`src/rtl/object_fetcher_if.sv`:
```
// Object types shared by the fetcher and its neighbours, plus the bundle that
// groups the object-buffer read side and the downstream valid/ready side.
package object_fetcher_pkg;
  localparam int unsigned COORD_W = 16;

  typedef logic [COORD_W-1:0] coord_t;

  typedef struct packed {
    coord_t x;
    coord_t y;
  } vertex_t;

  typedef struct packed {
    vertex_t a;
    vertex_t b;
    vertex_t c;
  } object_t;
endpackage

interface object_fetcher_if #(
  parameter int unsigned MAX_OBJECTS = 50
);
  localparam int unsigned IDX_W = $clog2(MAX_OBJECTS) + 1;

  // object buffer side
  logic                        switch_buffer;
  logic                        read_b;
  object_fetcher_pkg::object_t data_b;
  logic                        read_end;

  // downstream side
  object_fetcher_pkg::object_t obj_out;
  object_fetcher_pkg::coord_t  bbox_min_x;
  object_fetcher_pkg::coord_t  bbox_min_y;
  object_fetcher_pkg::coord_t  bbox_max_x;
  object_fetcher_pkg::coord_t  bbox_max_y;
  logic                        obj_valid;
  logic                        obj_ready;
  logic [IDX_W-1:0]            obj_index;

  modport master (
    output switch_buffer, read_b,
    input  data_b, read_end,
    output obj_out, bbox_min_x, bbox_min_y, bbox_max_x, bbox_max_y,
    output obj_valid, obj_index,
    input  obj_ready
  );

  modport slave (
    input  switch_buffer, read_b,
    output data_b, read_end,
    input  obj_out, bbox_min_x, bbox_min_y, bbox_max_x, bbox_max_y,
    input  obj_valid, obj_index,
    output obj_ready
  );
endinterface

```
`src/rtl/object_fetcher.sv`:
```
// Walks the object buffer once per start request, presenting each object with
// its bounding box downstream over a valid/ready handshake.
module object_fetcher
  import object_fetcher_pkg::*;
#(
  parameter int unsigned MAX_OBJECTS = 50
) (
  input  logic              clock,
  input  logic              reset,
  input  logic              start,
  output logic              busy,
  output logic              done,
  object_fetcher_if.master  bus
);
  localparam int unsigned IDX_W = $clog2(MAX_OBJECTS) + 1;

  typedef enum logic [2:0] {
    IDLE    = 3'd0,
    REWIND  = 3'd1,
    CAPTURE = 3'd2,
    PRESENT = 3'd3,
    ADVANCE = 3'd4,
    GAP     = 3'd5,
    FINISH  = 3'd6
  } state_t;

  state_t state;
  state_t state_next;
  logic   last;

  logic busy_d;
  logic done_d;
  logic switch_d;
  logic read_d;
  logic valid_d;

  function automatic coord_t min3(input coord_t p, input coord_t q, input coord_t r);
    coord_t m;
    m = p;
    if (q < m) m = q;
    if (r < m) m = r;
    return m;
  endfunction

  function automatic coord_t max3(input coord_t p, input coord_t q, input coord_t r);
    coord_t m;
    m = p;
    if (q > m) m = q;
    if (r > m) m = r;
    return m;
  endfunction

  // State register
  always_ff @(posedge clock or posedge reset) begin
    if (reset) state <= IDLE;
    else       state <= state_next;
  end

  // Next-state logic; start only matters in IDLE
  always_comb begin
    state_next = state;
    unique case (state)
      IDLE:    if (start) state_next = REWIND;
      REWIND:  state_next = CAPTURE;
      CAPTURE: state_next = PRESENT;
      PRESENT: if (bus.obj_ready) state_next = last ? FINISH : ADVANCE;
      ADVANCE: state_next = GAP;
      GAP:     state_next = CAPTURE;
      FINISH:  state_next = IDLE;
      default: state_next = IDLE;
    endcase
  end

  // Output decode from the upcoming state so the flops below track the state exactly
  always_comb begin
    busy_d   = (state_next != IDLE);
    done_d   = (state_next == FINISH);
    switch_d = (state_next == REWIND);
    read_d   = (state_next == ADVANCE);
    valid_d  = (state_next == PRESENT);
  end

  always_ff @(posedge clock or posedge reset) begin
    if (reset) begin
      busy              <= 1'b0;
      done              <= 1'b0;
      bus.switch_buffer <= 1'b0;
      bus.read_b        <= 1'b0;
      bus.obj_valid     <= 1'b0;
    end else begin
      busy              <= busy_d;
      done              <= done_d;
      bus.switch_buffer <= switch_d;
      bus.read_b        <= read_d;
      bus.obj_valid     <= valid_d;
    end
  end

  // Object capture, bounding box and pass position
  always_ff @(posedge clock or posedge reset) begin
    if (reset) begin
      bus.obj_out    <= '0;
      bus.bbox_min_x <= '0;
      bus.bbox_min_y <= '0;
      bus.bbox_max_x <= '0;
      bus.bbox_max_y <= '0;
      bus.obj_index  <= '0;
      last           <= 1'b0;
    end else begin
      if (state_next == REWIND)       bus.obj_index <= '0;
      else if (state_next == ADVANCE) bus.obj_index <= bus.obj_index + IDX_W'(1);

      if (state == CAPTURE) begin
        bus.obj_out    <= bus.data_b;
        bus.bbox_min_x <= min3(bus.data_b.a.x, bus.data_b.b.x, bus.data_b.c.x);
        bus.bbox_min_y <= min3(bus.data_b.a.y, bus.data_b.b.y, bus.data_b.c.y);
        bus.bbox_max_x <= max3(bus.data_b.a.x, bus.data_b.b.x, bus.data_b.c.x);
        bus.bbox_max_y <= max3(bus.data_b.a.y, bus.data_b.b.y, bus.data_b.c.y);
        // The index guard stops a pass even if the buffer never flags its end
        last <= bus.read_end || (bus.obj_index == IDX_W'(MAX_OBJECTS - 1));
      end
    end
  end

endmodule

```
`src/flat_wrapper.sv`:
```
// flat-port wrapper written by rule: the top's interface ports become plain ports
module object_fetcher_flat import object_fetcher_pkg::*;
#(
  parameter int unsigned MAX_OBJECTS = 50
)
  (clock, reset, start, busy, done, bus_switch_buffer, bus_read_b, bus_data_b, bus_read_end, bus_obj_out, bus_bbox_min_x, bus_bbox_min_y, bus_bbox_max_x, bus_bbox_max_y, bus_obj_valid, bus_obj_index, bus_obj_ready);
  object_fetcher_if #(.MAX_OBJECTS(MAX_OBJECTS)) bus_i ();
  input  logic clock;
  input  logic reset;
  input  logic start;
  output logic busy;
  output logic done;
  output wire logic [$bits(bus_i.switch_buffer)-1:0] bus_switch_buffer;
  output wire logic [$bits(bus_i.read_b)-1:0] bus_read_b;
  input wire logic [$bits(bus_i.data_b)-1:0] bus_data_b;
  input wire logic [$bits(bus_i.read_end)-1:0] bus_read_end;
  output wire logic [$bits(bus_i.obj_out)-1:0] bus_obj_out;
  output wire logic [$bits(bus_i.bbox_min_x)-1:0] bus_bbox_min_x;
  output wire logic [$bits(bus_i.bbox_min_y)-1:0] bus_bbox_min_y;
  output wire logic [$bits(bus_i.bbox_max_x)-1:0] bus_bbox_max_x;
  output wire logic [$bits(bus_i.bbox_max_y)-1:0] bus_bbox_max_y;
  output wire logic [$bits(bus_i.obj_valid)-1:0] bus_obj_valid;
  output wire logic [$bits(bus_i.obj_index)-1:0] bus_obj_index;
  input wire logic [$bits(bus_i.obj_ready)-1:0] bus_obj_ready;
  assign bus_switch_buffer = bus_i.switch_buffer;
  assign bus_read_b = bus_i.read_b;
  assign bus_i.data_b = bus_data_b;
  assign bus_i.read_end = bus_read_end;
  assign bus_obj_out = bus_i.obj_out;
  assign bus_bbox_min_x = bus_i.bbox_min_x;
  assign bus_bbox_min_y = bus_i.bbox_min_y;
  assign bus_bbox_max_x = bus_i.bbox_max_x;
  assign bus_bbox_max_y = bus_i.bbox_max_y;
  assign bus_obj_valid = bus_i.obj_valid;
  assign bus_obj_index = bus_i.obj_index;
  assign bus_i.obj_ready = bus_obj_ready;
  object_fetcher #(.MAX_OBJECTS(MAX_OBJECTS)) u_core (.clock(clock), .reset(reset), .start(start), .busy(busy), .done(done), .bus(bus_i));
endmodule
```
`config.mk`:
```
export PLATFORM = sky130hd
export DESIGN_NAME = object_fetcher_flat
export DESIGN_NICKNAME = d
export VERILOG_FILES = /design/src/rtl/object_fetcher_if.sv /design/src/rtl/object_fetcher.sv /design/src/flat_wrapper.sv
export SDC_FILE = /design/constraint.sdc
export NUM_CORES = 1
export LEC_CHECK = 0
export ABC_AREA = 1
export CAP_MARGIN = 20
export CELL_PAD_IN_SITES_DETAIL_PLACEMENT = 0
export CELL_PAD_IN_SITES_GLOBAL_PLACEMENT = 1
export CORE_MARGIN = 2
export CORE_UTILIZATION = 35
export DETAILED_ROUTE_END_ITERATION = 6
export HOLD_SLACK_MARGIN = 0.08
export PLACE_DENSITY = 0.91
export SETUP_SLACK_MARGIN = 0.1
export SYNTH_ARGS = -nofsm -noshare
export SYNTH_HDL_FRONTEND = slang
export SYNTH_SLANG_ARGS = --single-unit
```
`constraint.sdc`:
```
create_clock -name clock -period 6.81 [get_ports clock]
set_clock_uncertainty 0.05 [all_clocks]
set_input_delay 0.681 -clock clock [delete_from_list [all_inputs] [get_ports clock]]
set_output_delay 0.681 -clock clock [all_outputs]
set_load 0.1 [all_outputs]
```
==> results of run 1 <==
==> kinds of logic after synthesis <==
logic type | count (synthesis)
AO/OA/AOI/OAI | 224
AND/OR/NAND/NOR | 631
multiplexers | 2
adder cells (fa/ha/maj) | 96
XOR/XNOR | 3
buffers and inverters | 156
flip-flops | 176
==> routing by layer <==
layer | GRT usage [%] | share of wire, %
met2 | 35.9 | 48
met5 | 0 | 0
met1 | 26.8 | 43
met4 | 6.06 | 2.1
met3 | 5.22 | 6.4
==> worst max-delay path by stage <==
stage                                      endpoint  slack (ns)            from  cells past startpoint
after floorplan            u_core.bus.bbox_max_x[0]        1.31           reset                      1
after global placement     u_core.bus.bbox_max_x[1]        1.09  bus_data_b[63]                     19
after detailed placement  u_core.bus.bbox_max_x[10]        1.05  bus_data_b[63]                     19
after CTS                 u_core.bus.bbox_max_x[12]        1.51  bus_data_b[63]                     19
after global routing       u_core.bus.bbox_max_x[8]        0.75  bus_data_b[55]                     21
final                     u_core.bus.bbox_max_x[12]        1.42  bus_data_b[63]                     19
==> through the flow <==
step | setup slack, ns | utilization, % | instance area [um^2] | hold WS [ns] | cells
finish | 1.42 | 48.2 | 13800 | 0.422 | 1922
global route | 0.752 | 48.2 | 13800 | 0.451 | 1922
detailed placement | 1.05 | 45.9 | 13100 | 0.407 | 1889
global placement | 1.09 | 45.9 | 13100 | 0.404 | 1889
CTS | 1.51 | 48.2 | 13700 | 0.426 | 1921
floorplan | 1.31 | - | 10100 | 0.403 | 1288
==> cells in the mapped netlist (2+ instances only) <==
library cell | count | area share [%]
nand2_1 | 494 | 18
dfrtp_1 | 176 | 44
o21ai_0 | 137 | 6.8
ha_1 | 96 | 12
inv_1 | 96 | 3.6
nand3_1 | 80 | 4.0
clkbuf_1 | 48 | 1.8
a21oi_1 | 33 | 1.6
nor2_1 | 30 | 1.1
o211ai_1 | 30 | 2.2
nand4_1 | 7 | 0.43
nor3_1 | 7 | 0.35
a211oi_1 | 5 | 0.37
buf_2 | 5 | 0.25
nand2_2 | 5 | 0.31
o22ai_1 | 5 | 0.31
buf_1 | 4 | 0.15
nand2_4 | 4 | 0.45
a21o_1 | 2 | 0.15
a21oi_2 | 2 | 0.17
buf_6 | 2 | 0.22
mux2i_1 | 2 | 0.20
nor3_2 | 2 | 0.20
o21a_1 | 2 | 0.15
o221ai_1 | 2 | 0.17
xor2_1 | 2 | 0.17
==> worst max-delay path: cells and delay by family <==
family / cells / cell delay, ns
AND/OR/NAND/NOR: 11 / 2.62
adder cells (fa/ha/maj): 2 / 0.70
AO/OA/AOI/OAI: 5 / 1.08
buffers and inverters: 1 / 0.55
==> area by class of cell <==
cell class / instances / area share, %
clock buffer: 17 / 3.09
sequential: 176 / 32.0
timing repair buffer: 278 / 20.2
multi-input combinational: 956 / 36.9
tap: 384 / 3.49
clock inverter: 15 / 1.58
inverter: 96 / 2.69
==> registers in the layout, summed over array words and instances (netlist names) <==
| name | flops |
|---|---|
| u_core.bus.bbox_max_x | 16 |
| u_core.bus.obj_out | 96 |
| u_core.last | 1 |
| u_core.bus.bbox_min_x | 16 |
| u_core.bus.bbox_min_y | 16 |
| u_core.bus.switch_buffer | 1 |
| u_core.bus.bbox_max_y | 16 |
| u_core.done | 1 |
| u_core.bus.obj_index | 7 |
| u_core.state | 3 |
| u_core.bus.read_b | 1 |
| u_core.bus.obj_valid | 1 |
| u_core.busy | 1 |
==> run_summary.xml, run 1 <==
<?xml version="1.0" encoding="UTF-8"?>
<metrics>
  <group name="sta">
    <metric name="final_hold_viol_count" unit="">0</metric>
    <metric name="fin_crit_sh" unit="%">79.1</metric>
    <metric name="total_count_of_max_transition_violations_in_the_final_report" unit="">0</metric>
    <metric name="grt_setup_unrepaired" unit="">no</metric>
    <metric name="timing.slew.headroom" unit="%">26.8</metric>
    <metric name="tightest_slew" unit="ns">1.09</metric>
    <metric name="setup_violations" unit="">0</metric>
    <metric name="achievable-frequency" unit="GHz">0.186</metric>
    <metric name="fin_tns_setup" unit="ns">0</metric>
    <metric name="layout_min_cycle_time" unit="ns">5.39</metric>
  </group>
  <group name="floorplanning">
    <metric name="chipWidth" unit="um">174</metric>
    <metric name="io-pin-count" unit="">273</metric>
    <metric name="die_height" unit="um">174</metric>
    <metric name="initial_cell_density_of_the_core" unit="%">35.4</metric>
    <metric name="std_cell_rows" unit="">62</metric>
    <metric name="total_die_area" unit="um^2">30200</metric>
    <metric name="fp.coreArea" unit="um^2">28500</metric>
  </group>
  <group name="setup_path">
    <metric name="crit_path_start_kind" unit="">input port</metric>
    <metric name="critPathKind" unit="">input port to register</metric>
    <metric name="cp_max_fo" unit="">32</metric>
    <metric name="cp_slowest_cell" unit="">nand2_1</metric>
    <metric name="timing.reg2reg.worst_path_depth" unit="">9</metric>
    <metric name="critical-path-max-stage-delay" unit="ns">0.72</metric>
    <metric name="timing.critical_path.arrival" unit="ns">5.65</metric>
    <metric name="worstReg2RegEnd" unit="">u_core.bus.obj_out[29]</metric>
    <metric name="required" unit="ns">7.07</metric>
    <metric name="regToRegSetupSlack" unit="ns">4.09</metric>
    <metric name="worst_r2r_startpoint" unit="">u_core.state[1]</metric>
    <metric name="critical_path.cell_chain" unit="">clkdlybuf4s50_1 &gt; ha_1 &gt; nand2_1 &gt; nor3_2 &gt; nand2_1 &gt; nand2_2 &gt; nand2_1 &gt; o21ai_0 &gt; ha_1 &gt; a21oi_1 &gt; nor2_1 &gt; a211oi_1 &gt; o21ai_0 &gt; nand3_1 &gt; nand3_1 &gt; nand2_1 &gt; nand2_1 &gt; o211ai_1 &gt; nand2_1</metric>
    <metric name="critical_path.most_common_cell" unit="">nand2_1</metric>
    <metric name="end_kind" unit="">register</metric>
  </group>
  <group name="global_route">
    <metric name="grt_antenna_before_repair" unit="">0</metric>
    <metric name="number_of_global_route_vias_before_repair" unit="">9372</metric>
    <metric name="gr-total-overflow" unit="">0</metric>
    <metric name="grt_start_max_net_pins" unit="">168</metric>
    <metric name="track_usage" unit="%">21.2</metric>
    <metric name="grt_pass1_wl" unit="um">50700</metric>
  </group>
  <group name="layout">
    <metric name="nNetsFinal" unit="">1722</metric>
    <metric name="final_cell_mix" unit="">494 x nand2_1, 272 x clkdlybuf4s50_1, 176 x dfrtp_1</metric>
    <metric name="fill_cell_instance_count_of_the_final_layout" unit="">2840</metric>
    <metric name="final_layout_size_suffix_gt1_share" unit="%">3.64</metric>
    <metric name="antenna_cells_inserted" unit="">0</metric>
    <metric name="multi_input_area" unit="um^2">5090</metric>
    <metric name="area.sequential" unit="um^2">4400</metric>
    <metric name="final_common_cell" unit="">nand2_1</metric>
    <metric name="synthToLayoutAreaGrowth" unit="%">36.4</metric>
  </group>
  <group name="synthesis">
    <metric name="synthesis.area" unit="um^2">10100</metric>
    <metric name="yosysWarnings" unit="">0</metric>
    <metric name="muxShareOfSynthArea" unit="%">0.198</metric>
    <metric name="ffs_w_async_s_r_synth" unit="%">100</metric>
    <metric name="dominantRegCellSynth" unit="">dfrtp_1</metric>
    <metric name="yosysUniqueCellTypes" unit="">36</metric>
    <metric name="synth-seq-cells" unit="">176</metric>
    <metric name="synth-xor-area-share" unit="%">0.260</metric>
    <metric name="synth-edff-count" unit="">0</metric>
    <metric name="synth_fa_ha_area_share" unit="%">11.9</metric>
    <metric name="seq_area_frac_synth" unit="%">43.6</metric>
    <metric name="syn_inst" unit="">1288</metric>
    <metric name="syn-mean-instance-area" unit="um^2">7.84</metric>
    <metric name="yosys.area_share.simple" unit="%">25.3</metric>
    <metric name="synth_top_family_by_area" unit="">simple AND/OR/NAND/NOR gates</metric>
    <metric name="synth-compound-area-share" unit="%">12.7</metric>
    <metric name="net_count_after_synthesis" unit="">1485</metric>
  </group>
  <group name="routing">
    <metric name="post_drt_wl_per_cell" unit="um">16.4</metric>
    <metric name="1st_pass_router_iterations" unit="">5</metric>
    <metric name="total_length_of_routed_wires" unit="um">31600</metric>
    <metric name="vias_per_cell" unit="">4.92</metric>
    <metric name="remaining_drc_errors" unit="">0</metric>
    <metric name="number_of_nets_still_failing_antenna_checks_after_routing" unit="">0</metric>
    <metric name="routed-via-count" unit="">9454</metric>
    <metric name="dr.first_iter.drc_count" unit="">591</metric>
  </group>
  <group name="worst_hold_path">
    <metric name="holdPathStages" unit="">2</metric>
    <metric name="hold_class" unit="">register to register</metric>
    <metric name="hold_path.startpoint" unit="">u_core.bus.obj_out[55]</metric>
    <metric name="hold-path-endpoint" unit="">u_core.bus.obj_out[55]</metric>
  </group>
  <group name="clocking">
    <metric name="clk_pin_slew_worst_paths" unit="ns">0.07</metric>
    <metric name="tritoncts" unit="">yes</metric>
    <metric name="cts.path.max_buffers" unit="">2</metric>
    <metric name="post_cts_hold_buffer_count" unit="">0</metric>
    <metric name="ctsRootBufferMaster" unit="">clkbuf_16</metric>
    <metric name="cts_made_buffers" unit="">17</metric>
    <metric name="cts_htree_levels" unit="">4</metric>
    <metric name="cts.sinks" unit="">176</metric>
    <metric name="number_of_buffers_inserted_by_post_cts_setup_repair" unit="">0</metric>
    <metric name="ctsResizeCount" unit="">0</metric>
    <metric name="latest_clock_arrival_within_the_worst_skew_pair" unit="ns">0.43</metric>
  </group>
  <group name="placed_design">
    <metric name="hpwl" unit="um">24000</metric>
    <metric name="gpl.final_weighted_congestion" unit="">0.875</metric>
    <metric name="numPortBuffers" unit="">272</metric>
  </group>
  <group name="run_status">
    <metric name="outcome" unit="">finished, final reports clean</metric>
  </group>
  <group name="flow_run">
    <metric name="max_cap_viol_count" unit="">0</metric>
  </group>
</metrics>
Power of run 1 is not shown: default switching activity piles up to over one toggle a cycle in this logic, so the estimate is an artifact.
==> run 2: changes to the inputs <==
==> constraint.sdc (replaced) <==
create_clock -name clock -period 5.65 [get_ports clock]
set_clock_uncertainty 0.05 [all_clocks]
set_input_delay 0.565 -clock clock [delete_from_list [all_inputs] [get_ports clock]]
set_output_delay 0.565 -clock clock [all_outputs]
set_load 0.1 [all_outputs]
==> run_summary.xml, run 2 (synthesis gave the netlist of run 1 again) <==
<?xml version="1.0" encoding="UTF-8"?>
<metrics>
  <group name="run_status">
    <metric name="outcome" unit="">finished, final reports clean</metric>
  </group>
  <group name="clocking">
    <metric name="clk_pin_slew_worst_paths" unit="ns">0.07</metric>
    <metric name="tritoncts" unit="">yes</metric>
    <metric name="cts.path.max_buffers" unit="">2</metric>
    <metric name="latest_clock_arrival_within_the_worst_skew_pair" unit="ns">0.43</metric>
    <metric name="cts_htree_levels" unit="">4</metric>
    <metric name="number_of_buffers_inserted_by_post_cts_setup_repair" unit="">0</metric>
    <metric name="cts.sinks" unit="">176</metric>
    <metric name="post_cts_hold_buffer_count" unit="">0</metric>
    <metric name="ctsResizeCount" unit="">0</metric>
    <metric name="ctsRootBufferMaster" unit="">clkbuf_16</metric>
    <metric name="cts_made_buffers" unit="">17</metric>
  </group>
  <group name="setup_path">
    <metric name="end_kind" unit="">register</metric>
    <metric name="cp_max_fo" unit="">25</metric>
    <metric name="crit_path_start_kind" unit="">input port</metric>
    <metric name="critPathKind" unit="">input port to register</metric>
    <metric name="required" unit="ns">5.96</metric>
    <metric name="regToRegSetupSlack" unit="ns">3.31</metric>
    <metric name="timing.critical_path.arrival" unit="ns">4.68</metric>
  </group>
  <group name="floorplanning">
    <metric name="die_height" unit="um">174</metric>
    <metric name="std_cell_rows" unit="">62</metric>
    <metric name="fp.coreArea" unit="um^2">28500</metric>
    <metric name="io-pin-count" unit="">273</metric>
    <metric name="initial_cell_density_of_the_core" unit="%">35.4</metric>
    <metric name="total_die_area" unit="um^2">30200</metric>
    <metric name="chipWidth" unit="um">174</metric>
  </group>
  <group name="routing">
    <metric name="total_length_of_routed_wires" unit="um">31800</metric>
    <metric name="number_of_nets_still_failing_antenna_checks_after_routing" unit="">0</metric>
    <metric name="1st_pass_router_iterations" unit="">7</metric>
    <metric name="routed-via-count" unit="">9611</metric>
    <metric name="dr.first_iter.drc_count" unit="">661</metric>
    <metric name="remaining_drc_errors" unit="">0</metric>
    <metric name="post_drt_wl_per_cell" unit="um">16.5</metric>
    <metric name="vias_per_cell" unit="">4.98</metric>
  </group>
  <group name="layout">
    <metric name="final_cell_mix" unit="">494 x nand2_1, 272 x clkdlybuf4s50_1, 176 x dfrtp_1</metric>
    <metric name="nNetsFinal" unit="">1731</metric>
    <metric name="antenna_cells_inserted" unit="">0</metric>
    <metric name="largest_register_ffs" unit="">96</metric>
    <metric name="final_common_cell" unit="">nand2_1</metric>
    <metric name="final_layout_size_suffix_gt1_share" unit="%">4.20</metric>
    <metric name="fin_cells" unit="">1931</metric>
    <metric name="synthToLayoutAreaGrowth" unit="%">36.8</metric>
    <metric name="largest-register" unit="">u_core.bus.obj_out</metric>
  </group>
  <group name="sta">
    <metric name="tightest_slew" unit="ns">1.10</metric>
    <metric name="final.hold.worst_slack" unit="ns">0.400</metric>
    <metric name="fin_crit_sh" unit="%">77.2</metric>
    <metric name="total_count_of_max_transition_violations_in_the_final_report" unit="">0</metric>
    <metric name="grt_setup_unrepaired" unit="">no</metric>
    <metric name="timing.slew.headroom" unit="%">26.5</metric>
    <metric name="fin_tns_setup" unit="ns">0</metric>
    <metric name="setup_violations" unit="">0</metric>
    <metric name="layout_min_cycle_time" unit="ns">4.36</metric>
    <metric name="final_hold_viol_count" unit="">0</metric>
    <metric name="achievable-frequency" unit="GHz">0.229</metric>
  </group>
  <group name="flow_run">
    <metric name="max_cap_viol_count" unit="">0</metric>
  </group>
  <group name="global_route">
    <metric name="grt_pass1_wl" unit="um">50700</metric>
    <metric name="grt_start_max_net_pins" unit="">165</metric>
    <metric name="number_of_global_route_vias_before_repair" unit="">9485</metric>
    <metric name="gr-total-overflow" unit="">0</metric>
    <metric name="track_usage" unit="%">21.0</metric>
    <metric name="grt_antenna_before_repair" unit="">1</metric>
  </group>
  <group name="placed_design">
    <metric name="dp.cells" unit="">1897</metric>
    <metric name="gpl.final_weighted_congestion" unit="">0.912</metric>
    <metric name="numPortBuffers" unit="">272</metric>
    <metric name="hpwl" unit="um">24200</metric>
  </group>
  <group name="worst_hold_path">
    <metric name="hold_class" unit="">input port to async pin</metric>
  </group>
</metrics>
-- run 2: cell type report --
| class | count | area [um^2] |
|---|---|---|
| multi-input cells | 956 | 5090 |
| inverters | 96 | 370 |
| well taps | 384 | 480 |
| repair buffers | 287 | 2880 |
| clock inverters | 15 | 166 |
| clock buffers | 17 | 425 |
| flip-flops and latches | 176 | 4400 |
| fillers | 2834 | 14700 |
-- run 2: stage by stage --
step	util (%)	worst slack, ns	cell area (um^2)
after CTS	48.2	1.34	13800
after detailed placement	46.1	0.899	13200
after global placement	46.1	0.959	13200
final	48.4	1.29	13800
after floorplan	-	0.261	10100
after global routing	48.4	0.836	13800
-- run 2: routing by layer --
metal	up-vias	GRT usage, %	part of all wire, %
met3	39	5.61	7.2
met4	2	5.99	2.2
met2	331	36.2	48
met5	-	0	0.035
li1	4729	-	-
met1	4510	26.0	42
-- run 2: critical path: stages --
cell	delay (ns)
clkdlybuf4s50_1	0.55
ha_1	0.37
nand2_1	0.09
nor3_2	0.24
nand2_1	0.11
nand2_2	0.07
nand2_1	0.39
o21ai_0	0.44
ha_1	0.31
nand2_1	0.09
nor2_1	0.05
a211oi_1	0.18
o21ai_0	0.11
nand3_1	0.08
nand3_1	0.08
nand2_1	0.34
buf_4	0.30
nand2_1	0.06
o21ai_0	0.09
nand2_1	0.07
nand2_1	0.07
-- run 2: final timing paths --
kind / startpoint / endpoint / cells past startpoint
max: bus_data_b[63] / u_core.bus.bbox_max_x[0] / 21
min: reset / u_core.bus.obj_out[90] / 2
max reg2reg: u_core.state[1] / u_core.bus.obj_out[64] / 8
min reg2reg: u_core.bus.obj_out[55] / u_core.bus.obj_out[55] / 2
max in group asynchronous: reset / u_core.bus.obj_out[2] / 4
min in group clock: u_core.bus.obj_out[55] / u_core.bus.obj_out[55] / 2
Power of run 2 is left out for the same reason.
==> run 3: changes to the inputs <==
==> constraint.sdc (replaced) <==
create_clock -name clock -period 4.3 [get_ports clock]
set_clock_uncertainty 0.05 [all_clocks]
set_input_delay 0.43 -clock clock [delete_from_list [all_inputs] [get_ports clock]]
set_output_delay 0.43 -clock clock [all_outputs]
set_load 0.1 [all_outputs]
==> run_summary.xml, run 3 (synthesis gave the netlist of run 1 again) <==
<?xml version="1.0" encoding="UTF-8"?>
<metrics>
  <group name="layout">
    <metric name="synthToLayoutAreaGrowth" unit="%">37.3</metric>
    <metric name="final_layout_size_suffix_gt1_share" unit="%">4.63</metric>
    <metric name="largest_register_ffs" unit="">96</metric>
    <metric name="nNetsFinal" unit="">1739</metric>
    <metric name="final_cell_mix" unit="">494 x nand2_1, 272 x clkdlybuf4s50_1, 176 x dfrtp_1</metric>
    <metric name="area.sequential" unit="um^2">4400</metric>
    <metric name="final_common_cell" unit="">nand2_1</metric>
    <metric name="multi_input_area" unit="um^2">5090</metric>
    <metric name="largest-register" unit="">u_core.bus.obj_out</metric>
    <metric name="fill_cell_instance_count_of_the_final_layout" unit="">2839</metric>
  </group>
  <group name="run_status">
    <metric name="outcome" unit="">finished, final reports clean</metric>
  </group>
  <group name="placed_design">
    <metric name="hpwl" unit="um">24200</metric>
    <metric name="numPortBuffers" unit="">272</metric>
    <metric name="gpl.final_weighted_congestion" unit="">0.835</metric>
  </group>
  <group name="clocking">
    <metric name="cts.path.max_buffers" unit="">2</metric>
    <metric name="cts_htree_levels" unit="">4</metric>
    <metric name="ctsResizeCount" unit="">0</metric>
    <metric name="cts.sinks" unit="">176</metric>
    <metric name="cts_made_buffers" unit="">17</metric>
    <metric name="post_cts_hold_buffer_count" unit="">0</metric>
    <metric name="tritoncts" unit="">yes</metric>
    <metric name="number_of_buffers_inserted_by_post_cts_setup_repair" unit="">0</metric>
    <metric name="latest_clock_arrival_within_the_worst_skew_pair" unit="ns">0.43</metric>
    <metric name="clk_pin_slew_worst_paths" unit="ns">0.08</metric>
    <metric name="ctsRootBufferMaster" unit="">clkbuf_16</metric>
  </group>
  <group name="routing">
    <metric name="post_drt_wl_per_cell" unit="um">16.6</metric>
    <metric name="number_of_nets_still_failing_antenna_checks_after_routing" unit="">0</metric>
    <metric name="routed-via-count" unit="">9582</metric>
    <metric name="remaining_drc_errors" unit="">0</metric>
    <metric name="1st_pass_router_iterations" unit="">7</metric>
    <metric name="dr.first_iter.drc_count" unit="">640</metric>
    <metric name="vias_per_cell" unit="">4.94</metric>
    <metric name="total_length_of_routed_wires" unit="um">32100</metric>
  </group>
  <group name="sta">
    <metric name="total_count_of_max_transition_violations_in_the_final_report" unit="">0</metric>
    <metric name="grt_setup_unrepaired" unit="">no</metric>
    <metric name="final_hold_viol_count" unit="">0</metric>
    <metric name="timing.slew.headroom" unit="%">25.4</metric>
    <metric name="fin_tns_setup" unit="ns">0</metric>
    <metric name="setup_violations" unit="">0</metric>
    <metric name="layout_min_cycle_time" unit="ns">3.76</metric>
    <metric name="tightest_slew" unit="ns">1.12</metric>
    <metric name="achievable-frequency" unit="GHz">0.266</metric>
    <metric name="fin_crit_sh" unit="%">87.5</metric>
  </group>
  <group name="floorplanning">
    <metric name="total_die_area" unit="um^2">30200</metric>
    <metric name="chipWidth" unit="um">174</metric>
    <metric name="initial_cell_density_of_the_core" unit="%">35.4</metric>
    <metric name="io-pin-count" unit="">273</metric>
    <metric name="die_height" unit="um">174</metric>
    <metric name="std_cell_rows" unit="">62</metric>
    <metric name="fp.coreArea" unit="um^2">28500</metric>
  </group>
  <group name="worst_hold_path">
    <metric name="hold_class" unit="">register to register</metric>
  </group>
  <group name="global_route">
    <metric name="number_of_global_route_vias_before_repair" unit="">9527</metric>
    <metric name="grt_start_max_net_pins" unit="">177</metric>
    <metric name="grt_antenna_before_repair" unit="">1</metric>
    <metric name="track_usage" unit="%">21.5</metric>
    <metric name="gr-total-overflow" unit="">0</metric>
    <metric name="grt_pass1_wl" unit="um">51600</metric>
  </group>
  <group name="setup_path">
    <metric name="required" unit="ns">4.61</metric>
    <metric name="cp_max_fo" unit="">31</metric>
    <metric name="crit_path_start_kind" unit="">input port</metric>
    <metric name="timing.critical_path.arrival" unit="ns">4.08</metric>
    <metric name="end_kind" unit="">register</metric>
    <metric name="critPathKind" unit="">input port to register</metric>
  </group>
  <group name="flow_run">
    <metric name="max_cap_viol_count" unit="">0</metric>
  </group>
</metrics>
==> run 3: changes by cell type in the layout (fill, tap and decap cells not counted), sizes merged <==
cell,before,now
inv,104,103
clkinvlp,2,1
buf,15,23
clkbuf,17,19
diode,0,1
==> run 3: layer usage <==
| layer | wire length (um) | track usage (%) | vias to the layer above |
|---|---|---|---|
| met5 | 0 | 0 | - |
| met4 | 741 | 6.72 | 0 |
| met3 | 1940 | 5.26 | 44 |
| met2 | 15700 | 37.1 | 266 |
| met1 | 13700 | 26.6 | 4514 |
| li1 | - | - | 4758 |
==> run 3: area by class of cell <==
class                           count  area share (%)
Antenna cell                        1          0.0181
Sequential cell                   176            31.8
Multi-Input combinational cell    956            36.7
Inverter                           96            2.66
Clock buffer                       19            3.19
Clock inverter                     13            1.04
Tap cell                          384            3.47
Timing Repair Buffer              295            21.2
==> run 3: critical path, stage by stage <==
cell and delay (ns):
clkdlybuf4s50_1 0.49, inv_1 0.12, ha_1 0.32, a21oi_1 0.14, nand2_1 0.08, a21oi_2 0.17, nand2_2 0.07, buf_4 0.22
o21ai_0 0.38, ha_1 0.33, a21oi_1 0.16, or2_1 0.12, a21oi_1 0.09, a2111oi_4 0.18, buf_4 0.28, nand2_4 0.16
nand2_1 0.10, nand3_1 0.10, nand2_1 0.12
==> run 3: stage by stage <==
stage / util, % / area [um^2] / hold WS [ns] / worst slack, ns / std cells
floorplan: - / 10100 / 0.403 / 0.966 / 1288
global placement: 46.5 / 13300 / 0.403 / 0.147 / 1907
detailed placement: 46.5 / 13300 / 0.410 / 0.109 / 1907
CTS: 48.6 / 13900 / 0.429 / 0.559 / 1939
global route: 48.6 / 13900 / 0.450 / 0.184 / 1940
finish: 48.6 / 13900 / 0.426 / 0.536 / 1940
==> run 3: path summary, 6_finish.rpt <==
path	from	to	slack (ns)	depth (start not counted)
max in group asynchronous	reset	u_core.bus.bbox_max_x[9]	2.91	3
worst max-delay path	bus_data_b[91]	u_core.bus.bbox_min_x[13]	0.54	19
worst min-delay path	u_core.bus.obj_out[46]	u_core.bus.obj_out[46]	0.43	2
min in group asynchronous	reset	u_core.bus.obj_index[2]	0.62	3
worst max register to register	u_core.state[2]	u_core.bus.bbox_max_y[8]	2.12	6
worst min register to register	u_core.bus.obj_out[46]	u_core.bus.obj_out[46]	0.43	2
Power of run 3 is left out for the same reason.
